`src/rtl/coeff_bank_dbuf.sv`:
```
// Double-buffered FIR coefficient store: 1-cycle reads, commits swap at a sample strobe; writes rejected while busy.
// Optional build macro COEFF_SUM_EN adds a per-commit tap checksum (oSumDt) computed before the swap.
module coeff_bank_dbuf #(
  parameter int NUM_TAPS = 10,
  parameter int COEF_W   = 16,
  parameter int ADDR_W   = 4
`ifdef COEFF_SUM_EN
  , parameter int SUM_W  = COEF_W + $clog2(NUM_TAPS)
`endif
) (
  input  logic                       iClk,
  input  logic                       iRst,
  input  logic                       iCsn,
  input  logic                       iWrn,
  input  logic [ADDR_W-1:0]          iAddr,
  input  logic [COEF_W-1:0]          iWrDt,
  input  logic                       iBankSel,
  output logic [COEF_W-1:0]          oRdDt,
  input  logic                       iCommit,
  input  logic                       iSampleStb,
  output logic                       oBusy,
  output logic                       oCommitDone,
  output logic                       oWrRej,
  output logic [7:0]                 oCommitCnt,
  output logic [NUM_TAPS*COEF_W-1:0] oCoeff
`ifdef COEFF_SUM_EN
  , output logic [SUM_W-1:0]         oSumDt
`endif
);

  typedef enum logic [1:0] {IDLE, SUM, WAIT} state_t;

  localparam logic [ADDR_W:0]   TAPS = (ADDR_W+1)'(NUM_TAPS);
  localparam logic [ADDR_W-1:0] LAST = ADDR_W'(NUM_TAPS - 1);

  state_t                   state;
  logic signed [COEF_W-1:0] shadow [NUM_TAPS];
  logic signed [COEF_W-1:0] active [NUM_TAPS];
  logic                     inRange;
  logic                     wrReq;
  logic                     rdReq;

`ifdef COEFF_SUM_EN
  logic signed [SUM_W-1:0]  acc;
  logic [ADDR_W-1:0]        idx;
`endif

  assign inRange = ({1'b0, iAddr} < TAPS);
  assign wrReq   = !iCsn && !iWrn;
  assign rdReq   = !iCsn && iWrn;

  // The active bank is the MAC-facing tap vector; it only moves on the swap edge.
  for (genvar k = 0; k < NUM_TAPS; k++) begin : gCoeff
    assign oCoeff[k*COEF_W +: COEF_W] = active[k];
  end

  always_ff @(posedge iClk or posedge iRst) begin
    if (iRst) begin
      for (int k = 0; k < NUM_TAPS; k++) begin
        shadow[k] <= '0;
        active[k] <= '0;
      end
      state       <= IDLE;
      oRdDt       <= '0;
      oBusy       <= 1'b0;
      oCommitDone <= 1'b0;
      oWrRej      <= 1'b0;
      oCommitCnt  <= '0;
`ifdef COEFF_SUM_EN
      acc         <= '0;
      idx         <= '0;
      oSumDt      <= '0;
`endif
    end else begin
      oCommitDone <= 1'b0;
      oWrRej      <= 1'b0;

      // Out-of-range writes vanish silently, even while busy.
      if (wrReq && inRange) begin
        if (oBusy) oWrRej <= 1'b1;
        else       shadow[iAddr] <= iWrDt;
      end

      if (rdReq) begin
        if (!inRange)      oRdDt <= '0;
        else if (iBankSel) oRdDt <= shadow[iAddr];
        else               oRdDt <= active[iAddr];
      end

      case (state)
        IDLE: begin
          if (iCommit) begin
            oBusy <= 1'b1;
`ifdef COEFF_SUM_EN
            state <= SUM;
            idx   <= '0;
            acc   <= '0;
`else
            state <= WAIT;
`endif
          end
        end
`ifdef COEFF_SUM_EN
        SUM: begin
          acc <= acc + SUM_W'(shadow[idx]);
          if (idx == LAST) state <= WAIT;
          else             idx   <= idx + ADDR_W'(1);
        end
`endif
        WAIT: begin
          if (iSampleStb) begin
            for (int k = 0; k < NUM_TAPS; k++) active[k] <= shadow[k];
            oCommitDone <= 1'b1;
            oCommitCnt  <= oCommitCnt + 8'd1;
`ifdef COEFF_SUM_EN
            oSumDt      <= acc;
`endif
            state       <= IDLE;
            oBusy       <= 1'b0;
          end
        end
        default: begin
          state <= IDLE;
          oBusy <= 1'b0;
        end
      endcase
    end
  end

endmodule
```
`config.mk`:
```
export PLATFORM = sky130hd
export DESIGN_NAME = coeff_bank_dbuf
export DESIGN_NICKNAME = d
export VERILOG_FILES = /design/src/rtl/coeff_bank_dbuf.sv
export SDC_FILE = /design/constraint.sdc
export NUM_CORES = 1
export LEC_CHECK = 0
export ABC_CLOCK_PERIOD_IN_PS = 35300
export CORE_AREA = 2 2 181 183
export DETAILED_ROUTE_END_ITERATION = 10
export DIE_AREA = 0 0 183 185
export GPL_TIMING_DRIVEN = 0
export PLACE_DENSITY = 0.73
export SYNTH_ARGS = -nofsm -noshare
export SYNTH_HDL_FRONTEND = slang
export SYNTH_SLANG_ARGS = --single-unit
```
`constraint.sdc`:
```
create_clock -name iClk -period 35.3 [get_ports iClk]
set_input_delay 5.295 -clock iClk [delete_from_list [all_inputs] [get_ports iClk]]
set_output_delay 5.295 -clock iClk [all_outputs]
set_load 0.01 [all_outputs]
```
-- Word-level counts from Yosys, hierarchy flattened
Index checks and enable logic that the tools add are counted.
- logic and storage cells: 66
- output and inout bits: 187
- register bits: 349
- order comparisons: 3
- bitwise operators: 2
- reductions and logical operators: 10
- equal/unequal tests: 3
- multiplexer cells: 21
- $add $sub $neg: 1
- operator list (cell ; count):
    bitwise mux 160 bit ; 1
    binary-select mux 16 bit (select 4 bit) ; 2
    2-to-1 mux 16 bit ; 7
    demux 16 bit (select 4 bit) ; 1
    adder 8 x 1 -> 8 bit (second input constant) ; 1
    2-to-1 mux 1 bit ; 6
    AND reduction 2 bit ; 3
    >= comparator 5 bit (second input constant) ; 1
    < comparator 5 x 1 -> 1 bit (second input constant) ; 1
    NOT 4 -> 5 bit ; 1
    logical AND 1 bit ; 4
    < comparator 4 bit (second input constant) ; 1
    2-to-1 mux 2 bit ; 2
    inequality test 2 bit (second input constant) ; 2
    case mux 2 bit (2 select lines) ; 1
    == test 2 bit (second input constant) ; 1
    zero test 1 bit ; 2
    zero test 2 bit ; 1
    case mux 1 bit (2 select lines) ; 1
    NOT 1 bit ; 1

-- Depth between registers and ports, before layout
Gate-level depths: netlist of run 1.
- word-level depth: 6
- gate-level depth with buffers: 7

-- Least setup slack after synthesis of run 1
No wires, ideal clock.
- path kind: input to register
- start: in iAddr[1]
- end: reg shadow[16] (netlist bit)
- library setup time: 125 ps
- arrival time: 6765 ps
- stages on the path: 7
- data required time: 35175 ps
- slack: 28410 ps
- cell sequence: buf_6 or3b_1 buf_2 nor4_4 nand2_4 buf_6 mux2_4
- cells in the longest elaborated chain, start to end: 6
- ends and longest elaborated chain (item ; RTL line ; source):
    start, declared ; 15 ; input logic [ADDR_W-1:0] iAddr,
    NOT 4 -> 5 bit (implied by the code) ; 81 ; else shadow[iAddr] <= iWrDt;
    >= comparator 5 bit (implied by the code) or < comparator 5 x 1 -> 1 bit (tied branches) ; 81 ;
    logical AND 1 bit (implied by the code) ; 81 ;
    2-to-1 mux 16 bit (implied by the code) ; 81 ;
    demux 16 bit (select 4 bit) ; 81 ;
    bitwise mux 160 bit ; 81 ;
    end signal, assigned by index ; 81 ;
    end, declared ; 37 ; logic signed [COEF_W-1:0] shadow [NUM_TAPS];
Several ways; a longest one is shown, not always the timed one.
A chain may end at the register's enable or synchronous reset.

-- Final worst setup path of run 1
- start: in iCsn
- end: reg shadow[68] (netlist bit)
- cells in the longest elaborated chain, start to end: 4
- ends and longest elaborated chain (item ; RTL line ; source):
    start, declared ; 13 ; input logic iCsn,
    zero test 1 bit ; 49 ; assign wrReq = !iCsn && !iWrn;
    logical AND 1 bit ; 49 ;
    logical AND 1 bit ; 79 ; if (wrReq && inRange) begin
    AND reduction 2 bit (no line) ; -- ;
No other way between the ends.

==> flow_summary_export.csv, run 1 <==
group,metric,value,unit
floorplan,rows,66,
worst_setup_path,path_class,"in -> reg",
logic_synthesis,yosysSeqAreaShare,0.552,
worst_setup_path,crit-reg2reg-launch,"oBusy",
global_route,grt_max_degree,133,
power,p_int,0.850,mW
floorplan,chipWidth,183,um
placed_design,port_buffers,195,
logic_synthesis,syn_avg_cell_area,11.1,um2
sta,setup_viol,0,
logic_synthesis,synth_cells,1417,
clock_tree,cts_buffer_depth,3,
logic_synthesis,synthDistinctLibCells,39,
global_route,grt.total_usage,0.302,
global_route,grt_overflow,0,
worst_hold_path,hold_path.startpoint,"oCommitCnt[7]",
clock_tree,cts_resized,0,
power,clock_power_share,0.349,
worst_setup_path,rr_worst_depth,6,
routing,postRouteWirelength,51100,um
clock_tree,cts_tree,"yes",
logic_synthesis,ys.flop_type,"dfrtp_1",
worst_setup_path,regToRegEndpoint,"oCoeff[45]",
run_status,run_status,"finished clean",
clock_tree,cts_max_level,2,
power,power_frac_comb,0.212,
sta,max-slew-margin-rel,0.360,
floorplan,start_util,0.491,
global_route,antenna_found_initial,0,
clock_tree,clock-sinks,347,
floorplan,die_y,185,um
routing,drc,0,
logic_synthesis,yosys_register_bits,347,
power,p_leak,9.63,nW
clock_tree,clkLatencyLatePin,0.53,ns
routing,via_per_inst,5.89,
worst_setup_path,arrival,7.95,ns
finish,syn2layout_area_growth,24.5,%
power,p_sw,0.353,mW
logic_synthesis,syn_area,0.0157,mm2
clock_tree,hold_buffers,0,
logic_synthesis,synth_top_area_cell,"dfrtp_1",
worst_hold_path,hold_path_class,"reg -> reg",
sta,max_slew.worst_pin.slew,0.960,ns
global_route,first_global_vias,12200,
finish,diodes,0,
worst_setup_path,cp.required,35.71,ns
sta,timing.final.crit_share,0.214,
worst_setup_path,ff2ff_setup_slack,32.50,ns
floorplan,die-area,0.0339,mm2
routing,num_vias,12300,
floorplan,io_pins,214,
routing,ant_nets,0,
worst_hold_path,hold_end,"oCommitCnt[7]",
sta,min_period,7.55,ns
finish,drive_gt1_frac,0.179,
finish,final_area,0.0196,mm2
power,peakVddDrop,0.0369,mV
routing,drtIter0Drc,1391,
logic_synthesis,synth_edf_count,0,
sta,setup_ws,27.75,ns
finish,nNetsFinal,1682,
global_route,grt_pass1_wl,75400,um
clock_tree,cts_setup_buffers,0,
clock_tree,cts_buffers,38,
floorplan,core,0.0320,mm2
routing,drt-pass1-iter-count,8,
sta,fin_tns_setup,0,ns
placed_design,dp_hpwl,37100,um
worst_setup_path,cp-start-kind,"input port",
run,maxCapViolCount,0,
clock_tree,path_clk_slew,0.06,ns
sta,hold_viol,0,
worst_setup_path,endpoint_kind,"register",
logic_synthesis,yosysWarnings,0,
placed_design,placed_area,0.0183,mm2
logic_synthesis,netlist_top_cells_area,"dfrtp_1, nand2_1, mux2_2",
power,powerDensity,61.4,mW/mm2
logic_synthesis,async_reset_ff_frac,1.00,
clock_tree,root_buffer,"clkbuf_16",
sta,slew_violations,0,
placed_design,gp_congestion,0.935,
sta,finClkSkew,0.0209,ns
power,seq_power_share,0.438,
logic_synthesis,syn_nets,1445,
placed_design,dp_slack,27.32,ns
power,switching_share,0.294,
sta,rsz0062_at_grt,"false",
routing,wire_per_inst,24.4,um
worst_setup_path,path_max_fanout,10,
sta,max_freq,0.132,GHz
worst_hold_path,whs_path_depth,1,
logic_synthesis,synth_top_cell_area_share,0.552,
[metrics by stage]
| stage | hold slack (ns) | power (mW) | utilization | cells |
|---|---|---|---|---|
| after CTS | 0.479 | 1.20 | 0.612 | 2090 |
| after floorplan | 0.449 | 0.639 | - | 1417 |
| after global routing | 0.515 | 1.25 | 0.612 | 2090 |
| final | 0.473 | 1.20 | 0.612 | 2090 |
| after detailed placement | 0.471 | 0.784 | 0.570 | 2022 |
| after global placement | 0.461 | 0.775 | 0.568 | 2020 |
[worst max-delay path by stage]
stage | startpoint | to | slack [ns] | depth (start not counted)
after floorplan | iRst | oBusy | 20.38 | 1
after global placement | iRst | oCoeff[125] | 16.40 | 2
after detailed placement | iCsn | shadow[68] | 27.32 | 7
after CTS | iCsn | shadow[68] | 27.85 | 7
after global routing | iCsn | shadow[148] | 27.72 | 7
final | iCsn | shadow[68] | 27.75 | 7
[cells in the final DEF, fill, tap and decap left out, types with 7 or more instances in the layout]
cell type	n
mux4_2	32
o31ai_1	16
clkdlybuf4s50_1	195
clkbuf_1	60
mux2_2	138
a22oi_1	16
o21bai_1	7
mux2i_1	96
a311oi_1	9
o21ai_0	17
clkbuf_8	13
mux2_4	20
a31oi_1	7
dfrtp_1	347
buf_2	29
nand2_1	521
buf_1	18
clkbuf_16	39
a221oi_1	16
nor2_1	15
a21oi_1	16
[per-layer routing]
layer	share of wire	GRT usage	vias to the layer above
met5	0	0	-
met4	0.039	0.124	0
met3	0.094	0.0665	148
met2	0.46	0.470	658
met1	0.41	0.415	6216
li1	-	-	5279
[kinds of logic (layout without fill, tap and decap cells)]
group / after synthesis / in the layout / share of synthesized area
compound gates: 104 / 104 / 0.0458
xor+xnor: 7 / 7 / 0.00389
fa+ha+maj: 1 / 1 / 0.000795
buf+inv: 108 / 373 / 0.0300
flops: 347 / 347 / 0.552
mux: 288 / 288 / 0.226
simple gates: 562 / 562 / 0.142
[flip-flops by register name, summed over array words and instances (netlist names)]
register / cells
oCoeff: 160
shadow: 160
oRdDt: 16
oCommitCnt: 8
oBusy: 1
oCommitDone: 1
oWrRej: 1
[power groups by stage]
stage                     registers [mW]  logic (mW)  clock network, mW
after global routing               0.534       0.273              0.441
after detailed placement           0.531       0.253                  0
final                              0.528       0.256              0.421
after global placement             0.529       0.246                  0
after floorplan                    0.528       0.111                  0
after CTS                          0.525       0.255              0.423
[critical path: stages]
cell	delay, ns
clkdlybuf4s50_1	0.53
nor4_1	0.64
nand2b_1	0.11
buf_2	0.22
nor2_2	0.37
buf_2	0.39
mux2_2	0.38
[cell type report]
type,instances,area (um2)
buffer,106,464
inverter,2,15.0
clock inverter,10,156
clock buffer,58,1180
multi-input combinational,962,6590
sequential,347,8680
timing repair buffer,197,2010
fill,2643,12400
tap,408,510
[synth_stat cells, types with 3 or more instances]
library cell  instances
o21bai_1              7
a21oi_1              16
a22oi_1              16
buf_2                29
nand2b_1              3
buf_1                18
xor2_1                3
a31oi_1               7
nand2_2               4
mux2i_1              96
a221oi_1             16
o21ai_0              17
mux2_2              138
mux4_2               32
xnor2_1               4
clkbuf_1             54
nand2_1             521
dfrtp_1             347
nor2b_1               3
a311oi_1              9
mux2_4               20
buf_6                 3
o31ai_1              16
nor2_1               15
Note: power is estimated with default switching activity, not from simulation.
==> run 2: changes to the inputs <==
Settings changed: ABC_CLOCK_PERIOD_IN_PS 35300 to 6100, PLACE_DENSITY 0.73 to 0.76.
Clock period 35.3 ns to 6.1 ns, I/O delays scaled along.
==> run 2 against run 1 <==
  * Clock-buffer cell count shrank 11
  * Highest routed layer unchanged
  * Sequential cell count is the same
  * Wire length shrank 1.3%
  * Utilization shrank 0.074 points
  * Register-to-register slack lost 29 ns
  * Sequential share of layout area grew 0.054 points
  * Clock power grew to 5.3 times the previous value
==> flow_summary_export.csv, run 2 (synthesized netlist as in run 1, its figures left out) <==
group,metric,value,unit
worst_setup_path,crit_buf_inv,4,
routing,drtIter0Drc,1323,
finish,layout_commonest_cell,"nand2_1",
worst_setup_path,endpoint_kind,"register",
sta,max_freq,0.336,GHz
clock_tree,cts_buffer_depth,3,
floorplan,die-area,0.0339,mm2
sta,slew_violations,0,
routing,via_per_inst,5.87,
sta,setup_viol,0,
global_route,grt_overflow,0,
worst_setup_path,path_max_fanout,10,
sta,max_slew.worst_pin.slew,0.985,ns
worst_setup_path,cp-start-kind,"input port",
routing,drt-pass1-iter-count,6,
power,peakVddDrop,0.209,mV
floorplan,core,0.0320,mm2
routing,ant_nets,0,
global_route,grt_max_degree,46,
worst_hold_path,hold_path_class,"reg -> reg",
clock_tree,cts_buffers,36,
floorplan,start_util,0.491,
power,power,6.79,mW
sta,fin_hold_ws,0.465,ns
floorplan,io_pins,214,
placed_design,port_buffers,195,
routing,wire_per_inst,24.1,um
clock_tree,hold_buffers,0,
placed_design,gp_congestion,0.924,
floorplan,chipWidth,183,um
power,clock_power_share,0.331,
clock_tree,path_clk_slew,0.06,ns
worst_setup_path,crit_slowest_cell,"clkbuf_1",
worst_setup_path,path_class,"in -> reg",
worst_setup_path,crit_path_frequent_cell,"nand2_1",
sta,max-slew-margin-rel,0.343,
sta,hold_viol,0,
floorplan,die_y,185,um
global_route,grt.total_usage,0.302,
clock_tree,root_buffer,"clkbuf_16",
run_status,run_status,"finished clean",
sta,finClkSkew,0.0210,ns
power,p_leak,9.62,nW
finish,syn2layout_area_growth,24.4,%
clock_tree,cts_setup_buffers,0,
worst_setup_path,max_stage_delay,0.63,ns
worst_setup_path,path_cells,"clkdlybuf4s50_1, nand2_1, inv_1, clkbuf_1, clkbuf_1, nand2_1, nand2_1",
global_route,antenna_found_initial,0,
clock_tree,cts_resized,0,
routing,num_vias,12300,
routing,drc,0,
sta,min_period,2.98,ns
clock_tree,clock-sinks,347,
worst_setup_path,cp.required,6.55,ns
clock_tree,cts_max_level,2,
global_route,first_global_vias,12400,
clock_tree,clkLatencyLatePin,0.54,ns
power,p_sw,2.03,mW
finish,diodes,0,
finish,multiInputGateArea,0.00659,mm2
finish,mostFrequentLayoutCells,"nand2_1, dfrtp_1, clkdlybuf4s50_1",
finish,utilization,0.611,
finish,fill_cells,2575,
global_route,grt_pass1_wl,75900,um
finish,drive_gt1_frac,0.179,
sta,fin_tns_setup,0,ns
run,maxCapViolCount,0,
floorplan,rows,66,
routing,postRouteWirelength,50400,um
sta,rsz0062_at_grt,"false",
placed_design,dp_hpwl,37300,um
power,power_frac_comb,0.219,
power,seq_power_share,0.450,
worst_setup_path,arrival,3.43,ns
power,p_int,4.76,mW
power,powerDensity,347,mW/mm2
finish,nNetsFinal,1687,
clock_tree,cts_tree,"yes",
finish,seqCellArea,0.00868,mm2
power,switching_share,0.299,
sta,timing.final.crit_share,0.488,
worst_setup_path,cp_top_family,"buffers and inverters",
## run 2: cell count changes in the layout (fill, tap and decap cells not counted)
cell	delta
clkbuf_8	-9
inv_8	-1
inv_6	+1
clkbuf_16	-2
buf_16	-1
buf_12	+8
clkinv_2	+4
## run 2: final timing paths
| check | cells past startpoint | slack (ns) | to | from |
|---|---|---|---|---|
| max in group asynchronous | 5 | 4.21 | oCoeff[85] | iRst |
| setup reg to reg | 6 | 3.37 | oCoeff[12] | oBusy |
| hold reg to reg | 1 | 0.47 | oCommitCnt[7] | oCommitCnt[7] |
| min in group asynchronous | 2 | 0.77 | oCommitCnt[7] | iRst |
| setup / recovery | 7 | 3.12 | oCoeff[12] | iSampleStb |
| hold / removal | 1 | 0.47 | oCommitCnt[7] | oCommitCnt[7] |
## run 2: stage by stage
step / area (um2) / instances / setup slack (ns)
floorplan: 15700 / 1417 / 0.541
global placement: 18200 / 2020 / -1.68
detailed placement: 18400 / 2029 / 2.63
CTS: 19600 / 2090 / 3.17
global route: 19600 / 2090 / 3.05
finish: 19600 / 2090 / 3.12
## run 2: worst register-to-register path, stage by stage, from the launching register on
cell and delay (ns):
dfrtp_1 0.51, nand2_1 0.38, inv_1 0.24, clkbuf_1 0.63
clkbuf_1 0.57, nand2_1 0.22, nand2_1 0.10
## run 2: routing by layer
metal | share of wire | vias to the layer above | GRT usage
li1 | - | 5285 | -
met1 | 0.40 | 6182 | 0.408
met2 | 0.46 | 679 | 0.469
met3 | 0.091 | 128 | 0.0702
met4 | 0.043 | 0 | 0.135
met5 | 0 | - | 0
## run 2: layout make-up
type                       instances  area share
clock buffer                      47      0.0513
sequential                       347       0.444
buffer                           106      0.0237
clock inverter                    14     0.00907
tap                              408      0.0261
multi-input combinational        962       0.337
inverter                           2    0.000575
timing repair buffer             204       0.109
## run 2: power groups by stage
| stage | logic, mW | clock network, mW | registers, mW |
|---|---|---|---|
| CTS | 1.48 | 2.25 | 3.04 |
| floorplan | 0.641 | 0 | 3.06 |
| global placement | 1.42 | 0 | 3.06 |
| detailed placement | 1.47 | 0 | 3.07 |
| global route | 1.59 | 2.35 | 3.09 |
| finish | 1.49 | 2.25 | 3.05 |
==> RTL edit 1: new RTL, settings of run 2 <==
Re-encode `state_t` (3 states) as one-hot, 3 bits wide.
--- a/src/rtl/coeff_bank_dbuf.sv
+++ b/src/rtl/coeff_bank_dbuf.sv
@@ -28,7 +28,7 @@
 `endif
 );
 
-  typedef enum logic [1:0] {IDLE, SUM, WAIT} state_t;
+  typedef enum logic [2:0] {IDLE = 3'b001, SUM = 3'b010, WAIT = 3'b100} state_t;
 
   localparam logic [ADDR_W:0]   TAPS = (ADDR_W+1)'(NUM_TAPS);
   localparam logic [ADDR_W-1:0] LAST = ADDR_W'(NUM_TAPS - 1);
Check against the original RTL: same outputs for any inputs over 4 cycles, from zero or initial values and one cycle with iRst high; so few cycles prove little.
==> RTL edit 1 against run 2 <==
  * Synthesized area is 1.1% higher
  * Total power grew 22%
  * Critical path depth unchanged
  * Sequential cell count up 1
  * Worst setup slack worse by 0.25 ns
  * Combinational power is 63% higher
  * Final area is 1.0% higher
  * Global-route usage rose by 0.97 points
  * Wire length is 3.7% higher
  * Die area is the same
  * Largest power group unchanged
==> RTL edit 1: results (changes against run 2) <==
setup_path:
  cp.arrival_ns: 3.60  # +0.17 ns
  critPathMaxStageDelay_ns: 0.67  # +0.04 ns
  cp_max_fo: 10  # unchanged
  path_delay_family: "buffers and inverters"
placed_design:
  pre_cts_ws_ns: 2.55  # -0.0836 ns
  place_hpwl_mm: 38.0  # +1.9%
  placed_area_um2: 18600  # +0.91%
  place_inst: 2032  # +0.15%
  gp_congestion: 0.936  # +1.3%
grt:
  grt_max_degree: 44  # -4.3%
  track_usage_pct: 31.2  # +0.97 points
  grt_pass1_wl_mm: 77.7  # +2.5%
  antenna_found_initial: 0  # unchanged
clock_tree:
  cts_made_buffers: 38  # +5.6%
  clkLatencyLatePin_ns: 0.54  # about the same
  h-tree-depth: 2  # unchanged
  clk_path_buf_depth: 3  # unchanged
  postCtsSetupBuffers: 0  # unchanged
  path_clk_slew_ns: 0.06  # about the same
hold_path:
  worstHoldPathType: "register to register"
logic_synthesis:
  synth_cell_types: 44  # +13%
  netlist_top_cells_count: "nand2_1, dfrtp_1, mux2_2"
  synth_edf_count: 0  # unchanged
  yosysWarningCount: 0  # unchanged
  synth_compound_area_share_pct: 4.36  # -0.22 points
  synth_cells: 1420  # +0.21%
  ys_seq_area_share_pct: 54.7  # -0.44 points
  synth_mux_area_share_pct: 22.8  # +0.22 points
  synth_xor_xnor_area_share_pct: 0.385  # -0.0043 points
  synth.area.top_cells: "dfrtp_1, nand2_1, mux2_2, mux2i_1, mux4_2"
  synth_fa_ha_area_share_pct: 0.0786  # -0.00087 points
  async_flop_share_pct: 100  # unchanged
drt:
  dr.pass1.iters: 7  # +1
  vias: 12500  # +2.1%
  routed_wl_mm: 52.3  # +3.7%
  vias_per_cell: 5.97  # +1.6%
  drt_iter0_markers: 1249  # -5.6%
sta:
  slew_headroom_pct: 41.7  # +7.4 points
  skew_ns: 0.0145  # -0.00651 ns
finish:
  n_antenna_cell: 0  # unchanged
  fin_nets: 1692  # +0.30%
  drive_gt1_share_pct: 18.6  # +0.71 points
pwr:
  vdd_drop_max_uv: 247  # +18%
  power_leakage_nw: 9.76  # +1.5%
run_status:
  status: "completed"
RTL edit 1: cell types whose count changed in the layout (fill, tap and decap cells not counted), sizes merged, moves of 4 or more:
| cell | before | now |
|---|---|---|
| a311oi | 9 | 16 |
| a31oi | 7 | 0 |
| o21bai | 7 | 0 |
| clkbuf | 101 | 106 |
| nand3 | 0 | 4 |
| nor2 | 17 | 21 |
RTL edit 1: kinds of logic after synthesis:
logic type / Yosys count
AND/OR/NAND/NOR: 569
flip-flops: 348
multiplexers: 288
buffers and inverters: 109
AO/OA/AOI/OAI: 98
XOR/XNOR: 7
adder cells (fa/ha/maj): 1
RTL edit 1: through the flow:
| step | hold WS, ns | total power, mW |
|---|---|---|
| detailed placement | 0.467 | 6.03 |
| CTS | 0.474 | 8.30 |
| global placement | 0.463 | 5.92 |
| floorplan | 0.450 | 4.56 |
| global route | 0.483 | 8.64 |
| finish | 0.464 | 8.31 |
RTL edit 1: cell type report:
class / count / area (um^2)
plain buffers: 106 / 488
multi-input cells: 963 / 6710
inverters: 3 / 15.0
fillers: 2585 / 12300
clock buffers: 54 / 1090
well taps: 408 / 510
repair buffers: 204 / 2130
clock inverters: 15 / 128
flip-flops and latches: 348 / 8710
RTL edit 1: final timing paths:
check	start	endpoint	slack, ns	cells after the start
max reg2reg	state[2]$_DFFE_PP0P_	shadow[121]$_DFFE_PP0P_	3.61	5
min in group asynchronous	iRst	shadow[92]$_DFFE_PP0P_	0.80	2
max in group asynchronous	iRst	oCoeff[130]$_DFFE_PP0P_	3.89	6
min reg2reg	oCommitCnt[7]$_DFFE_PP0P_	oCommitCnt[7]$_DFFE_PP0P_	0.46	1
max	iCsn	oRdDt[2]$_DFFE_PP0P_	2.87	7
min	oCommitCnt[7]$_DFFE_PP0P_	oCommitCnt[7]$_DFFE_PP0P_	0.46	1
RTL edit 1: report_power, final:
part	internal, mW	switching (mW)	total [mW]
Sequential	2.96	0.659	3.61
Clock	1.30	0.968	2.27
Combinational	1.31	1.13	2.43
Total	5.56	2.75	8.31
RTL edit 1: per-layer routing:
layer | share of wire [%] | vias up | track usage [%]
li1 | - | 5305 | -
met1 | 38 | 6292 | 40.7
met2 | 46 | 766 | 48.8
met3 | 11 | 173 | 7.29
met4 | 5.7 | 0 | 16.4
met5 | 0 | - | 0
==> RTL edit 2: new RTL, flow settings as in run 2 <==
Without the edit above. The parameter `ADDR_W` goes from 4 to 5.
--- a/src/rtl/coeff_bank_dbuf.sv
+++ b/src/rtl/coeff_bank_dbuf.sv
@@ -3,7 +3,7 @@
 module coeff_bank_dbuf #(
   parameter int NUM_TAPS = 10,
   parameter int COEF_W   = 16,
-  parameter int ADDR_W   = 4
+  parameter int ADDR_W   = 5
 `ifdef COEFF_SUM_EN
   , parameter int SUM_W  = COEF_W + $clog2(NUM_TAPS)
 `endif
Interface: changed (resized iAddr); port bits go from 214 to 215. The function was not compared with the original's and may differ.
==> RTL edit 2 against run 2 <==
  * Wire length is 0.15% lower
  * Via count is 0.46% lower
  * Worst setup slack worse by 0.060 ns
  * Die area stayed put
  * Synthesized area is 0.16% higher
  * Total power is 15% lower
  * Combinational power is 41% lower
  * Final area is 0.26% higher
  * Count of clock-buffer cells in the layout is 8 higher
  * Worst hold slack better by 0.014 ns
  * Sequential cell count stayed put
  * Sequential share of layout area is 0.12 points lower
  * Critical endpoint is now oRdDt[11]$_DFFE_PP0P_
  * Largest power group unchanged
  * Highest routed layer is now met5
==> RTL edit 2: results (changes against run 2) <==
run_status:
  status: "completed"
hold_path:
  worstHoldPathType: "register to register"
  worstHoldStart: "oCommitCnt[7]$_DFFE_PP0P_"
grt:
  track_usage_pct: 29.9  # -0.30 points
  grt_pass1_vias: 12000  # -3.2%
  antenna_found_initial: 2  # +2
  grt_max_degree: 41  # -11%
  grt_pass1_wl_mm: 75.0  # -1.1%
logic_synthesis:
  netlist_top_cells_count: "nand2_1, dfrtp_1, mux2_2"
  synth_cell_types: 40  # +2.6%
  synth.area.top_cells: "dfrtp_1, nand2_1, mux2_2, mux2i_1, mux4_2"
  synth_top_area_share_pct: 55.1  # -0.088 points
  ys.flop_type: "dfrtp_1"
  yosysWarningCount: 0  # unchanged
  ys_seq_area_share_pct: 55.1  # -0.088 points
  syn_nets: 1456  # +0.76%
  async_flop_share_pct: 100  # unchanged
drt:
  drt_iter0_markers: 1129  # -15%
  dr.pass1.iters: 5  # -1
  drt-wirelength-per-cell_um: 23.9  # -0.76%
  vias_per_cell: 5.81  # -1.1%
finish:
  nFillCells: 2596  # +0.82%
  fin_nets: 1700  # +0.77%
  n_antenna_cell: 0  # unchanged
  postLayoutCoreUtil_pct: 61.3  # +0.16 points
  drive_gt1_share_pct: 17.2  # -0.67 points
setup_path:
  path_delay_family: "buffers and inverters"
  cp.arrival_ns: 3.42  # about the same
  startpoint: "iAddr[3]"
  r2r_cells: 6  # unchanged
  cp_max_fo: 10  # unchanged
  critPathMaxStageDelay_ns: 0.60  # -0.03 ns
  r2r_slack_ns: 3.51  # +0.14 ns
  r2r-start: "oBusy$_DFFE_PP0P_"
  cp_slowest_cell: "clkdlybuf4s50_1"
clock_tree:
  root_buffer: "clkbuf_16"
  cts_made_buffers: 37  # +2.8%
  h-tree-depth: 2  # unchanged
  cts_resized: 0  # unchanged
  path_clk_slew_ns: 0.06  # about the same
sta:
  whs_ns: 0.480  # +0.0141 ns
  skew_ns: 0.0143  # -0.00674 ns
  slew_headroom_pct: 35.7  # +1.4 points
pwr:
  power_leakage_nw: 9.71  # +0.94%
  vdd_drop_max_uv: 205  # -1.8%
placed_design:
  portBuffers: 196  # +0.51%
  placed_area_um2: 18400  # +0.15%
  gp_congestion: 0.963  # +4.2%
  place_hpwl_mm: 38.2  # +2.4%
RTL edit 2: kinds of logic (layout without fill, tap and decap cells):
kind of cell	Yosys count	count (layout)	share of synthesized area, %
adders and majority gates	1	1	0.0793
AOI/OAI and AO/OA	105	105	4.60
buffers and inverters	112	380	3.11
xor gates and xnor gates	7	7	0.389
muxes	288	288	22.5
DFF	347	347	55.1
and+or+nand+nor	567	567	14.2
RTL edit 2: final cells by class:
cell class	count	share of cell area, %
buffer	110	2.46
clock buffer	55	5.67
clock inverter	8	0.465
inverter	2	0.0574
multi-input combinational	968	33.6
sequential	347	44.2
tap	408	2.60
timing repair buffer	205	10.9
RTL edit 2: path summary, 6_finish.rpt:
check,endpoint
min in group asynchronous,oCoeff[129]$_DFFE_PP0P_
hold reg to reg,oCommitCnt[7]$_DFFE_PP0P_
hold / removal,oCommitCnt[7]$_DFFE_PP0P_
max in group asynchronous,oCoeff[44]$_DFFE_PP0P_
setup reg to reg,oBusy$_DFFE_PP0P_
setup / recovery,oRdDt[11]$_DFFE_PP0P_
RTL edit 2: where the power goes:
| part | switching, mW | internal, mW |
|---|---|---|
| registers | 0.174 | 2.48 |
| logic | 0.487 | 0.399 |
| clock network | 0.930 | 1.31 |
| total | 1.59 | 4.19 |
RTL edit 2: layer usage:
layer  vias up  wire, um  GRT usage [%]
met2       597     23600           46.9
li1       5329         -              -
met3       102      4380           5.84
met5         -        11              0
met1      6187     20700           41.9
met4         2      1640           10.5
RTL edit 2: through the flow:
step | setup WS, ns | total power, mW | TNS (ns) | std cells
floorplan | 0.541 | 3.08 | 0 | 1427
global placement | -1.72 | 3.53 | -588.41 | 2031
detailed placement | 2.56 | 3.56 | 0 | 2040
CTS | 3.11 | 5.78 | 0 | 2103
global route | 2.94 | 5.98 | 0 | 2103
finish | 3.06 | 5.78 | 0 | 2103
